[config.mk]
export PLATFORM = sky130hd
export DESIGN_NAME = instr_fetch_unit
export DESIGN_NICKNAME = d
export VERILOG_FILES = /design/src/rtl/cpu_fetch_pkg.sv /design/src/rtl/instr_fetch_unit_fifo.sv /design/src/rtl/instr_fetch_unit.sv
export SDC_FILE = /design/constraint.sdc
export NUM_CORES = 1
export LEC_CHECK = 0
export BUFFER_PORTS_ARGS = -buffer_cell sky130_fd_sc_hd__buf_2
export CAP_MARGIN = 25
export CORE_ASPECT_RATIO = 1.1
export CORE_MARGIN = 1.5
export CORE_UTILIZATION = 48
export DETAILED_ROUTE_END_ITERATION = 7
export PLACE_DENSITY_LB_ADDON = 0.15
export SETUP_SLACK_MARGIN = 0.4
export SYNTH_ARGS = -nofsm -noshare
export SYNTH_HDL_FRONTEND = slang
export SYNTH_HIERARCHICAL = 1
export SYNTH_SLANG_ARGS = --single-unit
[constraint.sdc]
create_clock -name clock -period 6.05 [get_ports clock]
set_input_delay 0.9075 -clock clock [delete_from_list [all_inputs] [get_ports clock]]
set_output_delay 0.9075 -clock clock [all_outputs]
set_load 0.005 [all_outputs]
[src/rtl/cpu_fetch_pkg.sv]
// Shared types and constants for the instruction fetch stage.
package cpu_fetch_pkg;

    typedef enum logic [1:0] {
        REQ    = 2'd0,
        WAIT   = 2'd1,
        DROP   = 2'd2,
        HALTED = 2'd3
    } fetch_state_e;

    typedef struct packed {
        logic [31:0] pc;
        logic [31:0] instr;
    } fetch_entry_t;

    localparam int OPCODE_MSB = 31;
    localparam int OPCODE_LSB = 26;

    localparam logic [OPCODE_MSB-OPCODE_LSB:0] HALT_OPCODE_DEFAULT = 6'h3F;

endpackage

[src/rtl/instr_fetch_unit_fifo.sv]
// Small registered FIFO of {pc, instr} entries feeding decode.
module fetch_fifo
    import cpu_fetch_pkg::*;
#(
    parameter  int DEPTH = 2,
    localparam int PTR_W = $clog2(DEPTH),
    localparam int CNT_W = $clog2(DEPTH + 1)
) (
    input  logic             clock,
    input  logic             reset,
    input  logic             clear,
    input  logic             push,
    input  fetch_entry_t     push_data,
    input  logic             pop,
    output fetch_entry_t     head,
    output logic             full,
    output logic             empty,
    output logic [CNT_W-1:0] count
);

    fetch_entry_t     mem [DEPTH];
    logic [PTR_W-1:0] wr_ptr_q, wr_ptr_d;
    logic [PTR_W-1:0] rd_ptr_q, rd_ptr_d;
    logic [CNT_W-1:0] count_q, count_d;
    logic             do_push;
    logic             do_pop;

    assign full    = (count_q == CNT_W'(DEPTH));
    assign empty   = (count_q == '0);
    assign count   = count_q;
    assign head    = empty ? '0 : mem[rd_ptr_q];
    assign do_pop  = pop && !empty;
    assign do_push = push && (!full || do_pop);

    // Pointers wrap naturally because DEPTH is a power of two.
    always_comb begin
        wr_ptr_d = wr_ptr_q;
        rd_ptr_d = rd_ptr_q;
        count_d  = count_q;
        if (clear) begin
            wr_ptr_d = '0;
            rd_ptr_d = '0;
            count_d  = '0;
        end else begin
            if (do_push) begin
                wr_ptr_d = wr_ptr_q + PTR_W'(1);
            end
            if (do_pop) begin
                rd_ptr_d = rd_ptr_q + PTR_W'(1);
            end
            if (do_push && !do_pop) begin
                count_d = count_q + CNT_W'(1);
            end else if (do_pop && !do_push) begin
                count_d = count_q - CNT_W'(1);
            end
        end
    end

    always_ff @(posedge clock) begin
        if (reset) begin
            wr_ptr_q <= '0;
            rd_ptr_q <= '0;
            count_q  <= '0;
        end else begin
            wr_ptr_q <= wr_ptr_d;
            rd_ptr_q <= rd_ptr_d;
            count_q  <= count_d;
        end
    end

    always_ff @(posedge clock) begin
        if (do_push && !clear) begin
            mem[wr_ptr_q] <= push_data;
        end
    end

endmodule

[src/rtl/instr_fetch_unit.sv]
// Fetch stage: one outstanding imem read at a time, results buffered toward decode.
module instr_fetch_unit
    import cpu_fetch_pkg::*;
#(
    parameter  int                             FIFO_DEPTH  = 2,
    parameter  logic [OPCODE_MSB-OPCODE_LSB:0] HALT_OPCODE = HALT_OPCODE_DEFAULT,
    localparam int                             CNT_W       = $clog2(FIFO_DEPTH + 1)
) (
    input  logic        clock,
    input  logic        reset,
    input  logic [31:0] pc_value,
    output logic        fetch_stall,
    input  logic        flush,
    output logic        imem_req,
    output logic [31:0] imem_addr,
    input  logic        imem_gnt,
    input  logic        imem_rvalid,
    input  logic [31:0] imem_rdata,
    output logic        if_valid,
    input  logic        if_ready,
    output logic [31:0] if_instr,
    output logic [31:0] if_pc,
    output logic        halt_seen
);

    fetch_state_e     state_q, state_d;
    logic [31:0]      pending_pc_q, pending_pc_d;
    logic             halt_seen_q, halt_seen_d;
    logic             fifo_push;
    logic             fifo_pop;
    logic             fifo_full;
    logic             fifo_empty;
    logic [CNT_W-1:0] fifo_count;
    fetch_entry_t     fifo_in;
    fetch_entry_t     fifo_head;
    logic             req_accepted;

    // Request is suppressed during reset so nothing leaks out before state is known.
    assign imem_req     = (state_q == REQ) && !fifo_full && !reset;
    assign imem_addr    = pc_value;
    assign req_accepted = imem_req && imem_gnt;
    assign fetch_stall  = !req_accepted;

    assign if_valid  = (fifo_count != '0);
    assign fifo_pop  = if_ready && !fifo_empty;
    assign if_instr  = fifo_head.instr;
    assign if_pc     = fifo_head.pc;
    assign halt_seen = halt_seen_q;

    assign fifo_in.pc    = pending_pc_q;
    assign fifo_in.instr = imem_rdata;

    always_comb begin
        state_d      = state_q;
        pending_pc_d = pending_pc_q;
        halt_seen_d  = halt_seen_q;
        fifo_push    = 1'b0;
        unique case (state_q)
            REQ: begin
                if (req_accepted) begin
                    pending_pc_d = pc_value;
                    state_d      = WAIT;
                end
            end
            WAIT: begin
                if (imem_rvalid) begin
                    fifo_push = 1'b1;
                    if (imem_rdata[OPCODE_MSB:OPCODE_LSB] == HALT_OPCODE) begin
                        state_d     = HALTED;
                        halt_seen_d = 1'b1;
                    end else begin
                        state_d = REQ;
                    end
                end
            end
            DROP: begin
                if (imem_rvalid) begin
                    state_d = REQ;
                end
            end
            HALTED: begin
                state_d = HALTED;
            end
            default: begin
                state_d = REQ;
            end
        endcase

        // A response still owed by memory must be swallowed after a redirect.
        if (flush) begin
            fifo_push   = 1'b0;
            halt_seen_d = 1'b0;
            if ((state_q == WAIT && !imem_rvalid) ||
                (state_q == REQ && req_accepted) ||
                (state_q == DROP)) begin
                state_d = DROP;
            end else begin
                state_d = REQ;
            end
        end
    end

    always_ff @(posedge clock) begin
        if (reset) begin
            state_q      <= REQ;
            pending_pc_q <= '0;
            halt_seen_q  <= 1'b0;
        end else begin
            state_q      <= state_d;
            pending_pc_q <= pending_pc_d;
            halt_seen_q  <= halt_seen_d;
        end
    end

    fetch_fifo #(
        .DEPTH (FIFO_DEPTH)
    ) u_fifo (
        .clock     (clock),
        .reset     (reset),
        .clear     (flush),
        .push      (fifo_push),
        .push_data (fifo_in),
        .pop       (fifo_pop),
        .head      (fifo_head),
        .full      (fifo_full),
        .empty     (fifo_empty),
        .count     (fifo_count)
    );

endmodule
Word level (Yosys, flattened, before mapping)
Memory sizes are Yosys's and may differ from the RTL's. A register that Yosys moved wholly into a read port is not among the register bits.
Cells that the tools add are included.

storage, ports and cells
  RAM bits = 128
  output and inout bits = 100
  memories = 1
  bits in registers = 39
  input port bits = 70
  bits in latches = 0
  bits in read-only memories = 0
  word-level logic and storage cells = 66

cells by class
  magnitude comparators = 0
  shift operators = 0
  divide/modulo/power cells = 0
  add/subtract/negate cells = 4
  mux-type cells = 17
  reduce and logical (&&, ||, !) cells = 30
  eq/ne operators = 8
  multiply operators = 0
  bitwise logic cells = 0

memory list
  memory      depth  width  rd ports  clocked after memory_dff  wr ports  RTL line                     RTL
  u_fifo.mem  2      64     1         1                         1         instr_fetch_unit_fifo.sv:21  fetch_entry_t mem [DEPTH];

operator list
  operator               number
  $mux W64               1
  $mux W2                8
  $logic_and A1 B1 Y1    11
  $ne A3 B3 Y1 const B   3
  $logic_not A1 Y1       8
  $pmux W2 S4            1
  $mux W1                7
  $eq A2 B2 Y1 const B   3
  $eq A6 B6 Y1 const B   1
  $reduce_and A3 Y1      2
  $logic_not A2 Y1       2
  $reduce_bool A2 Y1     2
  $logic_or A1 B1 Y1     3
  $add A1 B1 Y1 const B  2
  $add A2 B1 Y2 const B  1
  $eq A2 B1 Y1 const B   1
  $reduce_and A2 Y1      1
  $reduce_or A2 Y1       1
  $sub A2 B1 Y2 const B  1

Longest topological paths before layout
Gate-level depths: netlist (run 1).

  depth after elaboration = 10
  gate-level depth with buffers = 9
  depth with buffers taken out = 8

Modules after synthesis
The synthesis (run 1) kept the hierarchy.

modules (own cells, without submodules)
  module            cells each  area an instance (µm²)  instances
  fetch_fifo        297         5051.1                  1
  instr_fetch_unit  199         1581.5                  1

Worst setup path before layout (run 1)
OpenSTA, ideal clock, no wires.

  kind = input port to flip-flop
  from = in imem_rvalid
  to = mem u_fifo/mem[1][0] in the netlist's numbering, enable pin
  arrival time = 5960 ps
  library setup time = 579 ps
  cell stages on the path = 4
  required time = 5471 ps
  setup slack = -489 ps
  cell sequence = nand2_1 nor3_1 o21ai_2 nor3b_1

between the ends
  longest elaborated chain between the ends = 7

RTL lines
  element                        RTL line                     RTL
  start, declared                instr_fetch_unit.sv:17       input logic imem_rvalid,
  $mux W1                        instr_fetch_unit.sv:66       if (imem_rvalid) begin
  $mux W1                        instr_fetch_unit.sv:58       unique case (state_q)
  $mux W1                        instr_fetch_unit.sv:90       if (flush) begin
  named net fifo_push            instr_fetch_unit.sv:29       logic fifo_push;
  $logic_and A1 B1 Y1            instr_fetch_unit_fifo.sv:33  assign do_push = push && (!full || do_pop);
  $logic_and A1 B1 Y1            instr_fetch_unit_fifo.sv:72  if (do_push && !clear) begin
  $mux W1                        instr_fetch_unit_fifo.sv:72
  $mux W1 (not written as such)  instr_fetch_unit_fifo.sv:73  mem[wr_ptr_q] <= push_data;
  end, declared                  instr_fetch_unit_fifo.sv:21

The timed path passes the listed nets, and every way through them passes these cells.

Worst setup path in the final report (run 1)
  from = in reset
  to = out fetch_stall

between the ends
  longest elaborated chain between the ends = 4

RTL lines
  element              RTL line                RTL
  start, declared      instr_fetch_unit.sv:10  input logic reset,
  $logic_not A1 Y1     instr_fetch_unit.sv:39  assign imem_req = (state_q == REQ) && !fifo_full && !reset;
  $logic_and A1 B1 Y1  instr_fetch_unit.sv:39
  $logic_and A1 B1 Y1  instr_fetch_unit.sv:41  assign req_accepted = imem_req && imem_gnt;
  $logic_not A1 Y1     instr_fetch_unit.sv:42  assign fetch_stall = !req_accepted;
  end, declared        instr_fetch_unit.sv:12  output logic fetch_stall,

No other way between the ends.

==> flow_metrics.env, run 1 <==
export IMPL_power_w=0.002395
export IMPL_post_route_period_util_pct=55.86
export IMPL_grt_pass1_wl_mm=19.02
export IMPL_pwr_density_cell_nw_per_um2=300.1
export IMPL_drc=0
export IMPL_min_period_ns=3.379
export IMPL_dieArea_um2=14530
export IMPL_cts_buffers=17
export IMPL_synth_top_area_share_pct=57.95
export IMPL_die_x_um=115.1
export IMPL_synth_compound_area_share_pct=3.697
export IMPL_rsz0062_at_grt="false"
export IMPL_ys_warn_count=6
export IMPL_synth_top_family_by_area="multiplexers"
export IMPL_finalSetupViolCount=0
export IMPL_pwr_share_clk_pct=43.4
export IMPL_fin_cells=829
export IMPL_syn_area_per_cell_um2=13.37
export IMPL_diodes=0
export IMPL_p_int_w=0.001902
export IMPL_syn_cell_area_um2=6633
export IMPL_power_frac_seq_pct=52.8
export IMPL_areaGrowthSynthToFinish_pct=20.34
export IMPL_crit_buf_inv=3
export IMPL_synth_nets=567
export IMPL_final_nets=703
export IMPL_start_util_pct=49.78
export IMPL_max_freq_ghz=0.2959
export IMPL_synthXorXnorAreaFrac_pct=0.3962
export IMPL_core_area_um2=13320
export IMPL_switching_share_pct=20.62
export IMPL_slew_headroom_pct=39.18
export IMPL_postCtsHoldBufs=0
export IMPL_gp_congestion=0.8109
export IMPL_synth_simple_gate_area_share_pct=9.659
export IMPL_synth_fa_ha_area_share_pct=0.1886
export IMPL_ys_seq_area_share_pct=70.02
export IMPL_drt_iter0_markers=181
export IMPL_cts_resized_gates=0
export IMPL_grt_max_degree=65
export IMPL_antenna_found_initial=0
export IMPL_drive_above_1_share_pct=33.02
export IMPL_cp_common_cell="buf_2"
export IMPL_path_cells="buf_2, nor4_4, and2_1, inv_2, buf_2"
export IMPL_cts_tree="built"
export IMPL_die_h_um=126.3
export IMPL_post_cts_buffers=0
export IMPL_placed_area_um2=7406
export IMPL_worstSetupPathType="in -> out"
export IMPL_h_tree_depth=4
export IMPL_ys_seq_elements=168
export IMPL_path_delay_family="buffers and inverters"
export IMPL_first_pass_iters=4
export IMPL_dp_cells=797
export IMPL_first_global_vias=3766
export IMPL_peakVddDrop_uv=179.8
export IMPL_grt_usage_pct=17.52
export IMPL_worstPathRequired_ns=5.14
export IMPL_grt_overflow_total=0
export IMPL_power_switching_w=0.0004939
export IMPL_status="complete, no violations"
export IMPL_io_buffers=169
export IMPL_synthCells=496
export IMPL_clock_sink_count=168
export IMPL_ios=170
export IMPL_worst_pin_slew_ns=0.9123
export IMPL_critPathMaxStageDelay_ns=0.61
export IMPL_critPathArrivalTime_ns=2.47
export IMPL_yosys_top_cells_area="edfxtp_1, dfxtp_1, mux2i_1"
export IMPL_utilization_pct=59.91
export IMPL_viasPerCell=4.862
export IMPL_route_vias_total=4031
export IMPL_std_cell_rows=44
export IMPL_wl_mm=12.52
export IMPL_hold_class="reg -> reg"
export IMPL_final_area_um2=7981
export IMPL_cp_max_fo=41
export IMPL_fin_skew_ns=0.005877
export IMPL_dp_hpwl_mm=7.883
export IMPL_worstSkewPairLatency_ns=0.42
export IMPL_clockRootBuffer="clkbuf_16"
export IMPL_p_leak_nw=2.978
export IMPL_slowest_stage="buf_2"
export IMPL_comb_power_share_pct=3.9
export IMPL_clk_pin_slew_worst_paths_ns=0.06
export IMPL_drv_cap=0
export IMPL_wire_per_inst_um=15.10
export IMPL_ys_types=33
export IMPL_start_kind="input port"
export IMPL_worstSetupEndpointType="primary output"
export IMPL_ant_nets=0
export IMPL_tns_ns=0
export IMPL_cts_buffer_depth=2
export IMPL_synth_top_cell_by_area="edfxtp_1"
export IMPL_synth_mux_area_share_pct=9.809
export IMPL_final_hold_violation_count=0
export IMPL_drv_slew=0
## cell usage after synthesis (all sizes together)
| cell type | number |
|---|---|
| nor2b | 3 |
| a221oi | 1 |
| or3 | 2 |
| and2 | 1 |
| edfxtp | 128 |
| nor3b | 2 |
| inv | 3 |
| a21boi | 1 |
| dfxtp | 40 |
| nor2 | 68 |
| o32ai | 1 |
| nand2b | 1 |
| a21oi | 33 |
| ha | 1 |
| xor2 | 3 |
| buf | 53 |
| o21ai | 4 |
| nor4 | 1 |
| mux2i | 65 |
| nand4 | 1 |
| a222oi | 1 |
| nand2 | 67 |
| a211oi | 2 |
| or2 | 2 |
| clkbuf | 5 |
| nor3 | 7 |
## final timing paths
kind	to	slack [ns]	depth (start not counted)	startpoint
setup / recovery	fetch_stall	2.67	5	reset
hold / removal	u_fifo/mem[0][34]	0.45	0	pending_pc_q[2]
setup reg to reg	u_fifo/count[1]	3.14	8	u_fifo/count[0]
hold reg to reg	u_fifo/mem[0][34]	0.45	0	pending_pc_q[2]
## final cells by class
type	count	area, µm²
clock inverters	15	150.1
inverters	3	11.26
flip-flops and latches	168	4648
well taps	184	230.2
clock buffers	17	425.4
repair buffers	175	910.9
multi-input cells	267	1605
fillers	1078	5341
## power groups by stage
stage                     clock [W]  sequential (W)  combinational [W]
after floorplan                   0         0.00128          0.0000603
after global placement            0         0.00129          0.0000912
after detailed placement          0         0.00129          0.0000931
after CTS                   0.00106         0.00126          0.0000935
after global routing        0.00112         0.00126           0.000103
final                       0.00104         0.00126          0.0000922
## per-stage QoR
| step | hold slack [ns] | setup WS, ns |
|---|---|---|
| final | 0.4521 | 2.671 |
| after global routing | 0.4621 | 2.550 |
| after CTS | 0.4557 | 2.654 |
| after detailed placement | 0.4368 | 2.659 |
| after global placement | 0.4307 | 2.686 |
| after floorplan | 0.4254 | 1.783 |
## per-layer routing
layer | GRT usage (%) | share of wire, % | vias to the layer above
met1 | 23.56 | 46 | 1866
met4 | 6.100 | 1.2 | 0
met3 | 5.149 | 7.1 | 14
li1 | - | - | 1987
met2 | 27.28 | 46 | 164
met5 | 0 | 0 | -
## state kept, by name, indices dropped and copies added, names as in the netlist, named ones only
register	count
pending_pc_q	32
halt_seen	1
u_fifo/wr_ptr_q	1
u_fifo/count	2
u_fifo/rd_ptr_q	1
state_q	2
u_fifo/mem	128
## kinds of logic after synthesis
family / Yosys count
muxes: 65
and+or+nand+nor: 155
buffers and inverters: 61
DFF: 168
adders and majority gates: 1
AOI/OAI and AO/OA: 43
xor gates and xnor gates: 3
## cells in the final DEF (no fill, tap or decap), types with 2 or more instances in the layout
cell type,synthesis,final
bufinv_16,0,2
edfxtp_1,128,128
inv_6,0,4
inv_1,2,2
nor2b_1,3,3
clkinv_2,0,2
buf_4,44,5
dfxtp_1,40,39
clkbuf_16,0,17
buf_2,8,169
a21oi_1,33,33
nand2_1,67,67
clkinv_1,0,3
xor2_1,3,3
clkinv_4,0,3
nor2_1,68,67
nor3_1,7,6
or3_1,2,2
mux2i_1,65,65
o21ai_0,2,2
a211oi_1,2,2
Power figures use the tool's default switching activity.
==> run 2, diff against run 1 <==
- clock period: 6.05 -> 2.8 ns (I/O delays scaled with it)
==> flow_metrics.env, run 2 (same netlist as run 1, synthesis figures left out) <==
export IMPL_viasPerCell=4.893
export IMPL_critPathArrivalTime_ns=1.86
export IMPL_fin_skew_ns=0.006416
export IMPL_post_route_period_util_pct=81.45
export IMPL_grt_overflow_total=0
export IMPL_wire_per_inst_um=15.59
export IMPL_n_fill_cell=1095
export IMPL_drt_iter0_markers=180
export IMPL_slew_headroom_pct=51.60
export IMPL_diodes=0
export IMPL_die_x_um=115.1
export IMPL_dp_hpwl_mm=8.129
export IMPL_max_freq_ghz=0.4385
export IMPL_pwr_density_cell_nw_per_um2=634.6
export IMPL_ant_nets=0
export IMPL_antenna_found_initial=0
export IMPL_h_tree_depth=4
export IMPL_tns_ns=0
export IMPL_final_seq_area_um2=4657
export IMPL_postCtsHoldBufs=0
export IMPL_utilization_pct=60.40
export IMPL_dieArea_um2=14530
export IMPL_p_int_w=0.004123
export IMPL_gp_congestion=0.7742
export IMPL_final_hold_violation_count=0
export IMPL_worstPathRequired_ns=2.38
export IMPL_multiInputGateArea_um2=1648
export IMPL_route_vias_total=4071
export IMPL_final_area_um2=8046
export IMPL_worstSkewPairLatency_ns=0.41
export IMPL_grt_pass1_wl_mm=19.79
export IMPL_final_nets=707
export IMPL_largest_reg_flops=128
export IMPL_power_switching_w=0.0009837
export IMPL_drive_above_1_share_pct=33.18
export IMPL_reg_top3="u_fifo/mem (128), pending_pc_q (32)"
export IMPL_hold_slack_ns=0.1977
export IMPL_layout_common_cells="buf_2, edfxtp_1, nor2_1"
export IMPL_grt_usage_pct=18.12
export IMPL_drv_cap=0
export IMPL_drc=0
export IMPL_ios=170
export IMPL_worstSetupPathType="reg -> out"
export IMPL_cts_buffer_depth=2
export IMPL_cts_tree="built"
export IMPL_std_cell_rows=44
export IMPL_status="complete, no violations"
export IMPL_clk_pin_slew_worst_paths_ns=0.06
export IMPL_pwr_share_clk_pct=42.4
export IMPL_drv_slew=0
export IMPL_peakVddDrop_uv=410.7
export IMPL_hold_class="in -> reg"
export IMPL_switching_share_pct=19.26
export IMPL_placed_area_um2=7485
export IMPL_first_global_vias=4005
export IMPL_die_h_um=126.3
export IMPL_clock_sink_count=168
export IMPL_clockRootBuffer="clkbuf_16"
export IMPL_first_pass_iters=6
export IMPL_start_kind="register"
export IMPL_layout_commonest_cell="buf_2"
export IMPL_comb_power_share_pct=4.1
export IMPL_core_area_um2=13320
export IMPL_areaGrowthSynthToFinish_pct=21.32
export IMPL_worstSetupEndpointType="primary output"
export IMPL_finalSetupViolCount=0
export IMPL_min_period_ns=2.281
export IMPL_cp_max_fo=35
export IMPL_io_buffers=169
export IMPL_power_frac_seq_pct=53.5
export IMPL_rsz0062_at_grt="false"
export IMPL_start_util_pct=49.78
export IMPL_wl_mm=12.98
export IMPL_grt_max_degree=65
export IMPL_p_leak_nw=2.990
export IMPL_largest_register="u_fifo/mem"
export IMPL_cts_buffers=17
export IMPL_worst_pin_slew_ns=0.7261
[run 2: cell count changes in the layout (fill, tap and decap cells not counted), sizes merged]
cell,change
buf,+4
clkbuf,+9
clkinv,-6
inv,-4
[run 2: stage by stage]
| step | std cells | total power, W | setup WS [ns] |
|---|---|---|---|
| global route | 832 | 0.005274 | 0.4092 |
| CTS | 831 | 0.005155 | 0.4286 |
| global placement | 800 | 0.002984 | 0.7604 |
| finish | 832 | 0.005106 | 0.5194 |
| floorplan | 496 | 0.002908 | -0.08564 |
| detailed placement | 800 | 0.002994 | 0.7307 |
[run 2: final timing paths]
path,from,endpoint,slack (ns),cells after the start
setup / recovery,u_fifo/count[0],fetch_stall,0.52,6
hold / removal,imem_rdata[1],u_fifo/mem[1][1],0.20,1
setup reg to reg,u_fifo/count[0],state_q[1],0.76,7
hold reg to reg,pending_pc_q[1],u_fifo/mem[0][33],0.44,0
[run 2: per-layer routing]
| metal | vias up | track usage [%] | routed length [µm] |
|---|---|---|---|
| met3 | 19 | 4.620 | 674 |
| li1 | 2001 | - | - |
| met1 | 1914 | 22.69 | 5740 |
| met5 | - | 0 | 0 |
| met4 | 0 | 7.407 | 236 |
| met2 | 137 | 29.97 | 6324 |
[run 2: timing repair]
action                                  in CTS  in global routing
hold endpoints to repair                     0                  0
buffers inserted                             0                  1
resized for setup                            1                  0
cloned                                       0                  0
endpoints found under the setup margin       1                  9
[run 2: critical path, cell delays in order (launching register included)]
cell      delay, ns
dfxtp_4        0.38
nand2b_1       0.18
inv_1          0.09
nor4_4         0.21
and2_1         0.23
inv_4          0.17
buf_2          0.18
[run 2: power groups by stage]
stage | Clock, W | Combinational [W] | Sequential (W)
4_1_cts | 0.00221 | 0.000212 | 0.00273
6_report | 0.00217 | 0.000209 | 0.00273
3_5_place_dp | 0 | 0.000210 | 0.00278
2_1_floorplan | 0 | 0.000133 | 0.00278
5_1_grt | 0.00231 | 0.000231 | 0.00273
3_3_place_gp | 0 | 0.000204 | 0.00278
[run 2: cell type report]
| cell class | instances | area share, % |
|---|---|---|
| clock inverters | 5 | 0.9330 |
| clock buffers | 26 | 5.831 |
| flip-flops and latches | 168 | 57.88 |
| multi-input cells | 267 | 20.48 |
| repair buffers | 179 | 11.85 |
| inverters | 3 | 0.1710 |
| well taps | 184 | 2.861 |
